`src/rtl/reg_wb_arbiter_pkg.sv`:
```
// Shared definitions for the register-file writeback arbiter.
// Contents: architectural register-file geometry, writeback source index
// constants, and a one-hot register decode helper used for the pending mask.
package reg_wb_arbiter_pkg;

  localparam int REG_ADDR_W = 5;
  localparam int REG_NUM    = 32;
  localparam int REG_DATA_W = 32;

  localparam int SRC_ALU0 = 0;
  localparam int SRC_ALU1 = 1;
  localparam int SRC_LSU  = 2;
  localparam int SRC_MDU  = 3;

  typedef logic [REG_NUM-1:0] reg_mask_t;

  function automatic reg_mask_t reg_onehot(input logic [REG_ADDR_W-1:0] addr);
    reg_mask_t m;
    m       = '0;
    m[addr] = 1'b1;
    return m;
  endfunction

endpackage

```
`src/rtl/reg_wb_arbiter_rr_pick2.sv`:
```
// Combinational two-winner rotating picker.
// Ports:
//   req      - request vector (one bit per source)
//   ptr      - rotating priority pointer; scan starts at this index
//   excl     - excl[w][j] set means source j may not take the second slot
//              when source w holds the first slot (address conflict)
//   win1_*   - first winner (valid flag and index)
//   win2_*   - second winner, scanned onward from the first winner
//   gnt      - one-hot OR of both winners
module rr_pick2 #(
  parameter int N     = 4,
  parameter int IDX_W = (N > 1) ? $clog2(N) : 1
) (
  input  logic [N-1:0]          req,
  input  logic [IDX_W-1:0]      ptr,
  input  logic [N-1:0][N-1:0]   excl,
  output logic                  win1_vld,
  output logic [IDX_W-1:0]      win1_idx,
  output logic                  win2_vld,
  output logic [IDX_W-1:0]      win2_idx,
  output logic [N-1:0]          gnt
);

  always_comb begin
    logic [IDX_W-1:0] idx;
    idx      = '0;
    win1_vld = 1'b0;
    win1_idx = '0;
    win2_vld = 1'b0;
    win2_idx = '0;
    gnt      = '0;

    for (int k = 0; k < N; k++) begin
      idx = IDX_W'((int'(ptr) + k) % N);
      if (!win1_vld && req[idx]) begin
        win1_vld = 1'b1;
        win1_idx = idx;
      end
    end

    // Sources ahead of the first winner in rotation order did not request,
    // so continuing from the first winner covers the whole remaining order.
    if (win1_vld) begin
      for (int k = 1; k < N; k++) begin
        idx = IDX_W'((int'(win1_idx) + k) % N);
        if (!win2_vld && req[idx] && !excl[win1_idx][idx]) begin
          win2_vld = 1'b1;
          win2_idx = idx;
        end
      end
      gnt[win1_idx] = 1'b1;
    end
    if (win2_vld) gnt[win2_idx] = 1'b1;
  end

endmodule

```
`src/rtl/reg_wb_arbiter.sv`:
```
// Writeback arbiter for the dual-write-port register file.
// Grants up to two writeback producers per cycle with rotating priority,
// never drives the same address on both ports, absorbs writes to r0, and
// registers the granted writes onto the register file ports (latency 1).
// Ports:
//   clk, rst_n            - clock, async active-low reset
//   wb_hold               - blocks all grants while high
//   src_valid/addr/data   - per-source write requests (flattened vectors)
//   src_ready             - per-source accept (combinational on src_valid)
//   reg_write_en          - bit0 = port 1, bit1 = port 2
//   reg_write_addr1/2     - port addresses
//   reg_write_data1/2     - port data
//   wb_pending            - one-hot OR of enabled port addresses
module reg_wb_arbiter
  import reg_wb_arbiter_pkg::*;
#(
  parameter int NUM_SRC = 4,
  parameter int DATA_W  = 32,
  parameter int ADDR_W  = 5
) (
  input  logic                        clk,
  input  logic                        rst_n,
  input  logic                        wb_hold,
  input  logic [NUM_SRC-1:0]          src_valid,
  input  logic [NUM_SRC*ADDR_W-1:0]   src_addr,
  input  logic [NUM_SRC*DATA_W-1:0]   src_data,
  output logic [NUM_SRC-1:0]          src_ready,
  output logic [1:0]                  reg_write_en,
  output logic [ADDR_W-1:0]           reg_write_addr1,
  output logic [ADDR_W-1:0]           reg_write_addr2,
  output logic [DATA_W-1:0]           reg_write_data1,
  output logic [DATA_W-1:0]           reg_write_data2,
  output logic [31:0]                 wb_pending
);

  localparam int IDX_W = (NUM_SRC > 1) ? $clog2(NUM_SRC) : 1;

  logic [ADDR_W-1:0]              addr_a [NUM_SRC];
  logic [DATA_W-1:0]              data_a [NUM_SRC];
  logic [NUM_SRC-1:0]             req_wr;
  logic [NUM_SRC-1:0]             req_r0;
  logic [NUM_SRC-1:0][NUM_SRC-1:0] conflict;

  logic                           win1_vld;
  logic [IDX_W-1:0]               win1_idx;
  logic                           win2_vld;
  logic [IDX_W-1:0]               win2_idx;
  logic [NUM_SRC-1:0]             gnt;

  logic [1:0]                     en_q, en_d;
  logic [ADDR_W-1:0]              addr1_q, addr1_d;
  logic [ADDR_W-1:0]              addr2_q, addr2_d;
  logic [DATA_W-1:0]              data1_q, data1_d;
  logic [DATA_W-1:0]              data2_q, data2_d;
  logic [31:0]                    pending_q, pending_d;
  logic [IDX_W-1:0]               rr_ptr_q, rr_ptr_d;

  function automatic logic [IDX_W-1:0] ptr_after(input logic [IDX_W-1:0] idx);
    return (idx == IDX_W'(NUM_SRC - 1)) ? '0 : idx + 1'b1;
  endfunction

  always_comb begin
    for (int i = 0; i < NUM_SRC; i++) begin
      addr_a[i] = src_addr[i*ADDR_W +: ADDR_W];
      data_a[i] = src_data[i*DATA_W +: DATA_W];
      req_wr[i] = src_valid[i] && (addr_a[i] != '0);
      req_r0[i] = src_valid[i] && (addr_a[i] == '0);
    end
    for (int w = 0; w < NUM_SRC; w++) begin
      for (int j = 0; j < NUM_SRC; j++) begin
        conflict[w][j] = (addr_a[w] == addr_a[j]);
      end
    end
  end

  rr_pick2 #(
    .N     (NUM_SRC),
    .IDX_W (IDX_W)
  ) u_pick (
    .req      (req_wr),
    .ptr      (rr_ptr_q),
    .excl     (conflict),
    .win1_vld (win1_vld),
    .win1_idx (win1_idx),
    .win2_vld (win2_vld),
    .win2_idx (win2_idx),
    .gnt      (gnt)
  );

  // r0 requests are accepted and silently dropped; they never touch a port.
  assign src_ready = (rst_n && !wb_hold) ? (gnt | req_r0) : '0;

  always_comb begin
    en_d     = '0;
    addr1_d  = addr1_q;
    addr2_d  = addr2_q;
    data1_d  = data1_q;
    data2_d  = data2_q;
    rr_ptr_d = rr_ptr_q;

    if (!wb_hold && win1_vld) begin
      en_d[0]  = 1'b1;
      addr1_d  = addr_a[win1_idx];
      data1_d  = data_a[win1_idx];
      rr_ptr_d = ptr_after(win1_idx);
    end
    if (!wb_hold && win2_vld) begin
      en_d[1]  = 1'b1;
      addr2_d  = addr_a[win2_idx];
      data2_d  = data_a[win2_idx];
      rr_ptr_d = ptr_after(win2_idx);
    end

    pending_d = '0;
    if (en_d[0]) pending_d = pending_d | reg_onehot(REG_ADDR_W'(addr1_d));
    if (en_d[1]) pending_d = pending_d | reg_onehot(REG_ADDR_W'(addr2_d));
  end

  always_ff @(posedge clk or negedge rst_n) begin
    if (!rst_n) begin
      en_q      <= '0;
      addr1_q   <= '0;
      addr2_q   <= '0;
      data1_q   <= '0;
      data2_q   <= '0;
      pending_q <= '0;
      rr_ptr_q  <= '0;
    end else begin
      en_q      <= en_d;
      addr1_q   <= addr1_d;
      addr2_q   <= addr2_d;
      data1_q   <= data1_d;
      data2_q   <= data2_d;
      pending_q <= pending_d;
      rr_ptr_q  <= rr_ptr_d;
    end
  end

  assign reg_write_en    = en_q;
  assign reg_write_addr1 = addr1_q;
  assign reg_write_addr2 = addr2_q;
  assign reg_write_data1 = data1_q;
  assign reg_write_data2 = data2_q;
  assign wb_pending      = pending_q;

endmodule

```
`config.mk`:
```
export PLATFORM = sky130hd
export DESIGN_NAME = reg_wb_arbiter
export DESIGN_NICKNAME = d
export VERILOG_FILES = /design/src/rtl/reg_wb_arbiter_pkg.sv /design/src/rtl/reg_wb_arbiter_rr_pick2.sv /design/src/rtl/reg_wb_arbiter.sv
export SDC_FILE = /design/constraint.sdc
export NUM_CORES = 1
export LEC_CHECK = 0
export ABC_AREA = 1
export CORE_AREA = 2 2 136 138
export CTS_CLUSTER_DIAMETER = 50
export DETAILED_ROUTE_END_ITERATION = 6
export DIE_AREA = 0 0 138 140
export GPL_TIMING_DRIVEN = 0
export PLACE_DENSITY = 0.84
export SLEW_MARGIN = 15
export SYNTH_ARGS = -nofsm -noshare
export SYNTH_HDL_FRONTEND = slang
export SYNTH_SLANG_ARGS = --single-unit
```
`constraint.sdc`:
```
create_clock -name clk -period 6.8 [get_ports clk]
set_clock_uncertainty 0.05 [all_clocks]
set_input_delay 1.02 -clock clk [delete_from_list [all_inputs] [get_ports clk]]
set_output_delay 1.02 -clock clk [all_outputs]
set_load 0.02 [all_outputs]
```
==> flow_summary.ini, run 1 <==
[status]
status = finished clean

[cts]
cts_root_buffer = clkbuf_16
cts_sinks = 110
cts_buffer_depth = 2
clk_latency_ns = 0.36
numCtsBuffers = 9
cts_tree = done
htreeDepth = 3
cts.clk_slew.worst_paths_ns = 0.07

[timing]
period_share_pct = 96.2
finalHoldViolCount = 0
min_period_ns = 6.54
rsz0062_at_grt = false
report.final.slew_viol_count = 0
setup_slack_ns = 0.255
relSlewSlack_pct = 53.2
tightest_slew_ns = 0.702
fmax_mhz = 153
setup_viol = 0

[setup_path]
cp_common_cell = nand2_4
path_class = in -> out
crit_path_start_kind = primary input
critPathMaxFanout = 19
r2r_cells = 25
slowest_delay_ns = 0.60
crit_arrival_ns = 5.47
r2r-start = rr_ptr_q[0]$_DFFE_PN0P_
critical-path-slowest-cell = clkdlybuf4s50_1
required_ns = 5.73
cp-end-kind = output pin
critPathLaunch = src_valid[1]

[drt]
drc = 0
wirelength_um = 31600
antenna_left = 0
routedWlPerCell_um = 19.7
vias = 9485
drtIter0Drc = 1188
drt-pass1-iter-count = 6
viasPerCell = 5.93

[cells_and_area]
fin_nets = 1529
final_common_cell = clkdlybuf4s50_1
fillers = 1554
fin_cells = 1600
syn2layout_area_growth_pct = 40.7
antenna_cells = 0
mostFrequentLayoutCells = clkdlybuf4s50_1, nand2_1, dfrtp_1
multi_input_area_mm2 = 0.00436
regArea_mm2 = 0.00275
drive_above_1_share_pct = 10.4

[yosys]
synthXorXnorAreaFrac_pct = 1.53
yosys.area_share.adder_pct = 1.26
synthFlopType = dfrtp_1
syn_inst = 1098
synth.distinct_cells = 42
synth_top_family_by_area = simple AND/OR/NAND/NOR gates
async_flop_share_pct = 100
synth_mux_area_share_pct = 0
synth_nets = 1261
synth_compound_area_share_pct = 23.9
syn-cell-area_mm2 = 0.00795
yosysSeqAreaShare_pct = 34.6
synth_warnings = 0
synthSimpleGateAreaFrac_pct = 28.0
avgSynthCellArea_um2 = 7.24
synth_edf_count = 0
synth-seq-cells = 110

[place]
pre_cts_slack_ns = -1.53
port_buffers = 257
gp_congestion = 0.960
dp.cells = 1585
dp_hpwl_um = 23500

[floorplanning]
die_w_um = 138
die_area_mm2 = 0.0193
core_mm2 = 0.0178
start_util_pct = 44.7
die-height_um = 140
row_count = 49
ios = 267

[worst_hold_path]
hold_start = reg_write_addr1[0]$_DFF_PN0_
min_path_cells = 2
hold_path.class = reg -> reg

[global_route]
first_global_vias = 9142
grt_max_degree = 70
grt-ovfl-total = 0
antenna_found_initial = 0
track_usage_pct = 31.9
grt_pass1_wl_um = 49700

[job]
maxCapViolCount = 0
[registers in the layout, summed over array words and instances, names as in the netlist]
register / count
reg_write_data1: 32
wb_pending: 32
reg_write_addr1: 5
reg_write_data2: 32
reg_write_addr2: 5
rr_ptr_q: 2
reg_write_en: 2
[cell families after synthesis]
| family | Yosys count |
|---|---|
| other cells | 1 |
| buf+inv | 195 |
| flops | 110 |
| compound gates | 294 |
| fa+ha+maj | 8 |
| simple gates | 477 |
| xor+xnor | 13 |
[per-layer routing]
layer  share of wire (%)  vias to the layer above  wire (um)  track usage (%)
li1                    -                     4292          -                -
met1                  40                     4415      12600             42.7
met2                  46                      665      14500             50.1
met3                 9.3                      113       2940             5.09
met4                 4.6                        0       1470             16.8
met5                   0                        -          0                0
[stage by stage]
stage                     util, %  cell area, um2  TNS (ns)  hold slack [ns]
final                        62.9           11200         0            0.445
after global routing         62.9           11200         0            0.473
after CTS                    62.6           11100         0            0.448
after detailed placement     60.9           10800     -5.95            0.431
after global placement       60.8           10800     -6.09            0.415
after floorplan                 -            7950         0            0.536
[cell usage after synthesis, drive strengths merged, types with 15 or more instances]
cell      n  area share (%)
nor2    104             6.0
a21oi    49             3.4
nand3    94             6.7
dfrtp   110              35
inv     115             5.4
nand2   248              13
buf      48             3.7
clkbuf   31             1.5
o211ai   96             9.1
o21ai    57             3.8
a31oi    65             5.2
nand4    15             1.4
[critical path: cells and delay by family]
family          cells  cell delay [ns]
simple gates       15             1.51
buf+inv             8             2.05
compound gates      2             0.37
fa+ha+maj           2             0.48
[path summary, 6_finish.rpt]
path,end,slack [ns]
worst max-delay path,src_ready[2],0.26
worst min-delay path,reg_write_addr1[0]$_DFF_PN0_,0.45
worst max register to register,reg_write_data2[3]$_DFFE_PN0N_,2.14
worst min register to register,reg_write_addr1[0]$_DFF_PN0_,0.45
max in group asynchronous,reg_write_data1[26]$_DFFE_PN0P_,5.47
min in group asynchronous,reg_write_data1[19]$_DFFE_PN0P_,0.54
[layout make-up]
class                   instances  area share [%]
inverters                     116            3.92
plain buffers                  75            3.62
clock inverters                 7           0.716
multi-input cells             793            39.0
well taps                     229            2.56
repair buffers                261            23.5
flip-flops and latches        110            24.6
clock buffers                   9            2.01
[repair_timing]
item,CTS,global route
endpoints found under the setup margin,4,4
hold buffers,0,0
resized for setup,19,17
pin swaps,0,2
hold endpoints to repair,0,0
buffers inserted,0,3
cloned,0,0
Power of run 1 is not shown: default switching activity piles up to over one toggle a cycle in this logic, so the estimate is an artifact.
==> run 2, diff against run 1 <==
--- a/config.mk
+++ b/config.mk
@@ -6,10 +6,10 @@
 export NUM_CORES = 1
 export LEC_CHECK = 0
 export ABC_AREA = 1
-export CORE_AREA = 2 2 136 138
+export CORE_AREA = 3 3 137 139
 export CTS_CLUSTER_DIAMETER = 50
 export DETAILED_ROUTE_END_ITERATION = 6
-export DIE_AREA = 0 0 138 140
+export DIE_AREA = 0 0 140 142
 export GPL_TIMING_DRIVEN = 0
 export PLACE_DENSITY = 0.84
 export SLEW_MARGIN = 15
==> flow_summary.ini, run 2 (synthesis results as in run 1) <==
[status]
status = finished clean

[worst_hold_path]
min_path_cells = 2
hold_path.class = reg -> reg

[drt]
vias = 9464
wirelength_um = 31400
viasPerCell = 5.92
drt-pass1-iter-count = 5
drtIter0Drc = 1102
drc = 0
routedWlPerCell_um = 19.7
antenna_left = 0

[timing]
finalHoldViolCount = 0
setup_slack_ns = 0.279
whs_ns = 0.448
setup_viol = 0
tightest_slew_ns = 0.694
fmax_mhz = 153
period_share_pct = 95.9
tns_ns = 0
report.final.slew_viol_count = 0
min_period_ns = 6.52
rsz0062_at_grt = false
relSlewSlack_pct = 53.7

[floorplanning]
die_area_mm2 = 0.0199
core_mm2 = 0.0178
die_w_um = 140
start_util_pct = 44.7
die-height_um = 142
row_count = 49
ios = 267

[cts]
numCtsBuffers = 9
clk_latency_ns = 0.36
cts_tree = done
cts_sinks = 110
cts.clk_slew.worst_paths_ns = 0.08
cts_buffer_depth = 2
cts_root_buffer = clkbuf_16
post_cts_buffers = 0
htreeDepth = 3

[place]
place_area_mm2 = 0.0108
pre_cts_slack_ns = -1.56
dp_hpwl_um = 23900
gp_congestion = 0.957
port_buffers = 257

[setup_path]
required_ns = 5.73
crit_path_start_kind = primary input
cp-end-kind = output pin
crit_arrival_ns = 5.45
path_class = in -> out
r2r_cells = 25
critPathMaxFanout = 20

[global_route]
grt_pass1_wl_um = 48200
grt_max_degree = 80
antenna_found_initial = 1
first_global_vias = 8913
track_usage_pct = 30.4
grt-ovfl-total = 0

[cells_and_area]
drive_above_1_share_pct = 10.3
fin_nets = 1526
fillers = 1551
syn2layout_area_growth_pct = 40.5
final_common_cell = clkdlybuf4s50_1
finalInstanceArea_mm2 = 0.0112
mostFrequentLayoutCells = clkdlybuf4s50_1, nand2_1, dfrtp_1

[job]
maxCapViolCount = 0
run 2: cell count changes in the layout (fill, tap and decap cells not counted), sizes merged:
cell,change
buf,-2
clkinv,-1
clkdlybuf4s15,+1
inv,-2
dlymetal6s2s,-8
dlygate4sd2,+8
clkdlybuf4s50,+1
diode,+1
run 2: metrics by stage:
step                      utilization (%)  instances
after detailed placement             60.9       1585
after global placement               60.8       1584
after floorplan                         -       1098
final                                62.8       1598
after CTS                            62.8       1598
after global routing                 62.8       1598
run 2: what timing repair did:
item,4_1_cts,5_1_grt
gates resized for setup,39,4
endpoints found under the setup margin,4,4
cloned,0,0
hold buffers,0,0
run 2: critical path, stage by stage:
cell and delay (ns):
clkdlybuf4s50_1 0.53, nor2_2 0.17, nand3_2 0.10, nand3_1 0.13
nand2_2 0.10, o21ai_4 0.19, nand4_4 0.17, nand2_4 0.15
nand2_2 0.06, buf_6 0.15, buf_8 0.16, clkbuf_8 0.18
ha_1 0.33, inv_2 0.08, nor2_2 0.17, nand2_4 0.09
nand2_2 0.11, nor2_4 0.05, nand2_4 0.11, nand2_4 0.09
nand2_4 0.12, buf_6 0.18, inv_4 0.12, ha_1 0.21
a22oi_1 0.22, a21oi_1 0.15, clkdlybuf4s15_2 0.28
run 2: worst paths after layout:
kind | startpoint | slack (ns) | to
max in group asynchronous | rst_n | 5.48 | reg_write_data2[1]$_DFFE_PN0N_
min in group asynchronous | rst_n | 0.50 | reg_write_data1[11]$_DFFE_PN0P_
min reg2reg | reg_write_addr1[0]$_DFF_PN0_ | 0.45 | reg_write_addr1[0]$_DFF_PN0_
max | src_addr[3] | 0.28 | src_ready[1]
max reg2reg | rr_ptr_q[0]$_DFFE_PN0P_ | 2.30 | reg_write_data2[9]$_DFFE_PN0N_
min | reg_write_addr1[0]$_DFF_PN0_ | 0.45 | reg_write_addr1[0]$_DFF_PN0_
run 2: layout make-up:
cell class / instances / area, um2 / share of cell area, %
multi-input combinational: 793 / 4370 / 39.2
sequential: 110 / 2750 / 24.7
buffer: 75 / 413 / 3.70
tap: 229 / 287 / 2.57
clock buffer: 12 / 246 / 2.21
clock inverter: 4 / 55.1 / 0.493
antenna: 1 / 2.50 / 0.0224
inverter: 116 / 438 / 3.92
timing repair buffer: 258 / 2590 / 23.2
run 2: metal layers:
| layer | up-vias | global-route usage [%] | share of wire (%) |
|---|---|---|---|
| met3 | 118 | 5.75 | 9.6 |
| met1 | 4390 | 40.3 | 39 |
| met5 | - | 0 | 0 |
| met2 | 670 | 47.7 | 46 |
| met4 | 0 | 15.5 | 5.1 |
| li1 | 4286 | - | - |
Power of run 2 is left out for the same reason.
==> run 3, diff against run 2 <==
--- a/config.mk
+++ b/config.mk
@@ -12,6 +12,7 @@
 export DIE_AREA = 0 0 140 142
 export GPL_TIMING_DRIVEN = 0
 export PLACE_DENSITY = 0.84
+export SKIP_CTS_REPAIR_TIMING = 1
 export SLEW_MARGIN = 15
 export SYNTH_ARGS = -nofsm -noshare
 export SYNTH_HDL_FRONTEND = slang
==> flow_summary.ini, run 3 (synthesis results as in run 1) <==
[cells_and_area]
regArea_mm2 = 0.00275
final_util_pct = 62.9
fin_nets = 1527
multi_input_area_mm2 = 0.00437
syn2layout_area_growth_pct = 40.7
finalInstanceArea_mm2 = 0.0112
mostFrequentLayoutCells = clkdlybuf4s50_1, nand2_1, dfrtp_1
fillers = 1558
drive_above_1_share_pct = 10.2
final_common_cell = clkdlybuf4s50_1
fin_cells = 1599

[place]
gp_congestion = 0.957
dp.cells = 1585
dp_hpwl_um = 23900
port_buffers = 257
pre_cts_slack_ns = -1.56
place_area_mm2 = 0.0108

[global_route]
grt_pass1_wl_um = 48300
grt-ovfl-total = 0
antenna_found_initial = 1
first_global_vias = 8888
grt_max_degree = 80
track_usage_pct = 30.4

[status]
status = finished clean

[setup_path]
critical-path-slowest-cell = clkdlybuf4s50_1
slowest_delay_ns = 0.59
cp_common_cell = nand2_4
path_class = in -> out
path_delay_family = buffers and inverters
required_ns = 5.73
cp-end-kind = output pin
critPathMaxFanout = 20
path_buf_inv = 9
crit_path_start_kind = primary input
crit_arrival_ns = 5.52

[timing]
tightest_slew_ns = 0.678
report.final.slew_viol_count = 0
finalHoldViolCount = 0
period_share_pct = 96.9
rsz0062_at_grt = false
setup_viol = 0
min_period_ns = 6.59
fmax_mhz = 152
setup_slack_ns = 0.209
relSlewSlack_pct = 54.8

[job]
maxCapViolCount = 0

[cts]
cts_sinks = 110
cts_tree = done
cts_buffer_depth = 2
cts.clk_slew.worst_paths_ns = 0.08
numCtsBuffers = 9
htreeDepth = 3
cts_root_buffer = clkbuf_16
clk_latency_ns = 0.36

[drt]
drc = 0
drtIter0Drc = 1163
antenna_left = 0
routedWlPerCell_um = 19.7
viasPerCell = 5.93
vias = 9483
wirelength_um = 31500
drt-pass1-iter-count = 6

[floorplanning]
ios = 267
die-height_um = 142
row_count = 49
start_util_pct = 44.7
core_mm2 = 0.0178
die_area_mm2 = 0.0199
die_w_um = 140

[worst_hold_path]
hold_path.class = reg -> reg
run 3: stage by stage:
step                      hold slack, ns  setup TNS, ns
after global placement             0.414          -5.69
after global routing               0.471              0
after CTS                          0.451          -6.08
after floorplan                    0.536              0
final                              0.448              0
after detailed placement           0.430          -6.04
run 3: metal layers:
metal | GRT usage, % | wire length [um] | vias up
li1 | - | - | 4286
met1 | 40.8 | 12500 | 4438
met2 | 47.5 | 14400 | 643
met3 | 5.14 | 2890 | 116
met4 | 15.9 | 1640 | 0
met5 | 0 | 0 | -
run 3: final timing paths:
kind	from	endpoint	slack, ns	cells after the start
min	reg_write_addr1[0]$_DFF_PN0_	reg_write_addr1[0]$_DFF_PN0_	0.45	2
max in group asynchronous	rst_n	reg_write_data2[1]$_DFFE_PN0N_	5.48	2
min reg2reg	reg_write_addr1[0]$_DFF_PN0_	reg_write_addr1[0]$_DFF_PN0_	0.45	2
max	src_valid[3]	src_ready[1]	0.21	28
max reg2reg	rr_ptr_q[0]$_DFFE_PN0P_	reg_write_data2[9]$_DFFE_PN0N_	1.98	26
min in group asynchronous	rst_n	reg_write_data2[8]$_DFFE_PN0N_	0.50	1
run 3: worst min-delay path: stages (launching register included):
cell and delay (ns):
dfrtp_1 0.35, nand2_1 0.06, nand2_1 0.06
run 3: cell type report:
cell class	instances	share of cell area, %
Antenna cell	1	0.0224
Sequential cell	110	24.6
Buffer	76	3.67
Multi-Input combinational cell	793	39.1
Inverter	116	3.94
Tap cell	229	2.56
Clock inverter	4	0.492
Timing Repair Buffer	258	23.4
Clock buffer	12	2.20
Power of run 3 is left out for the same reason.
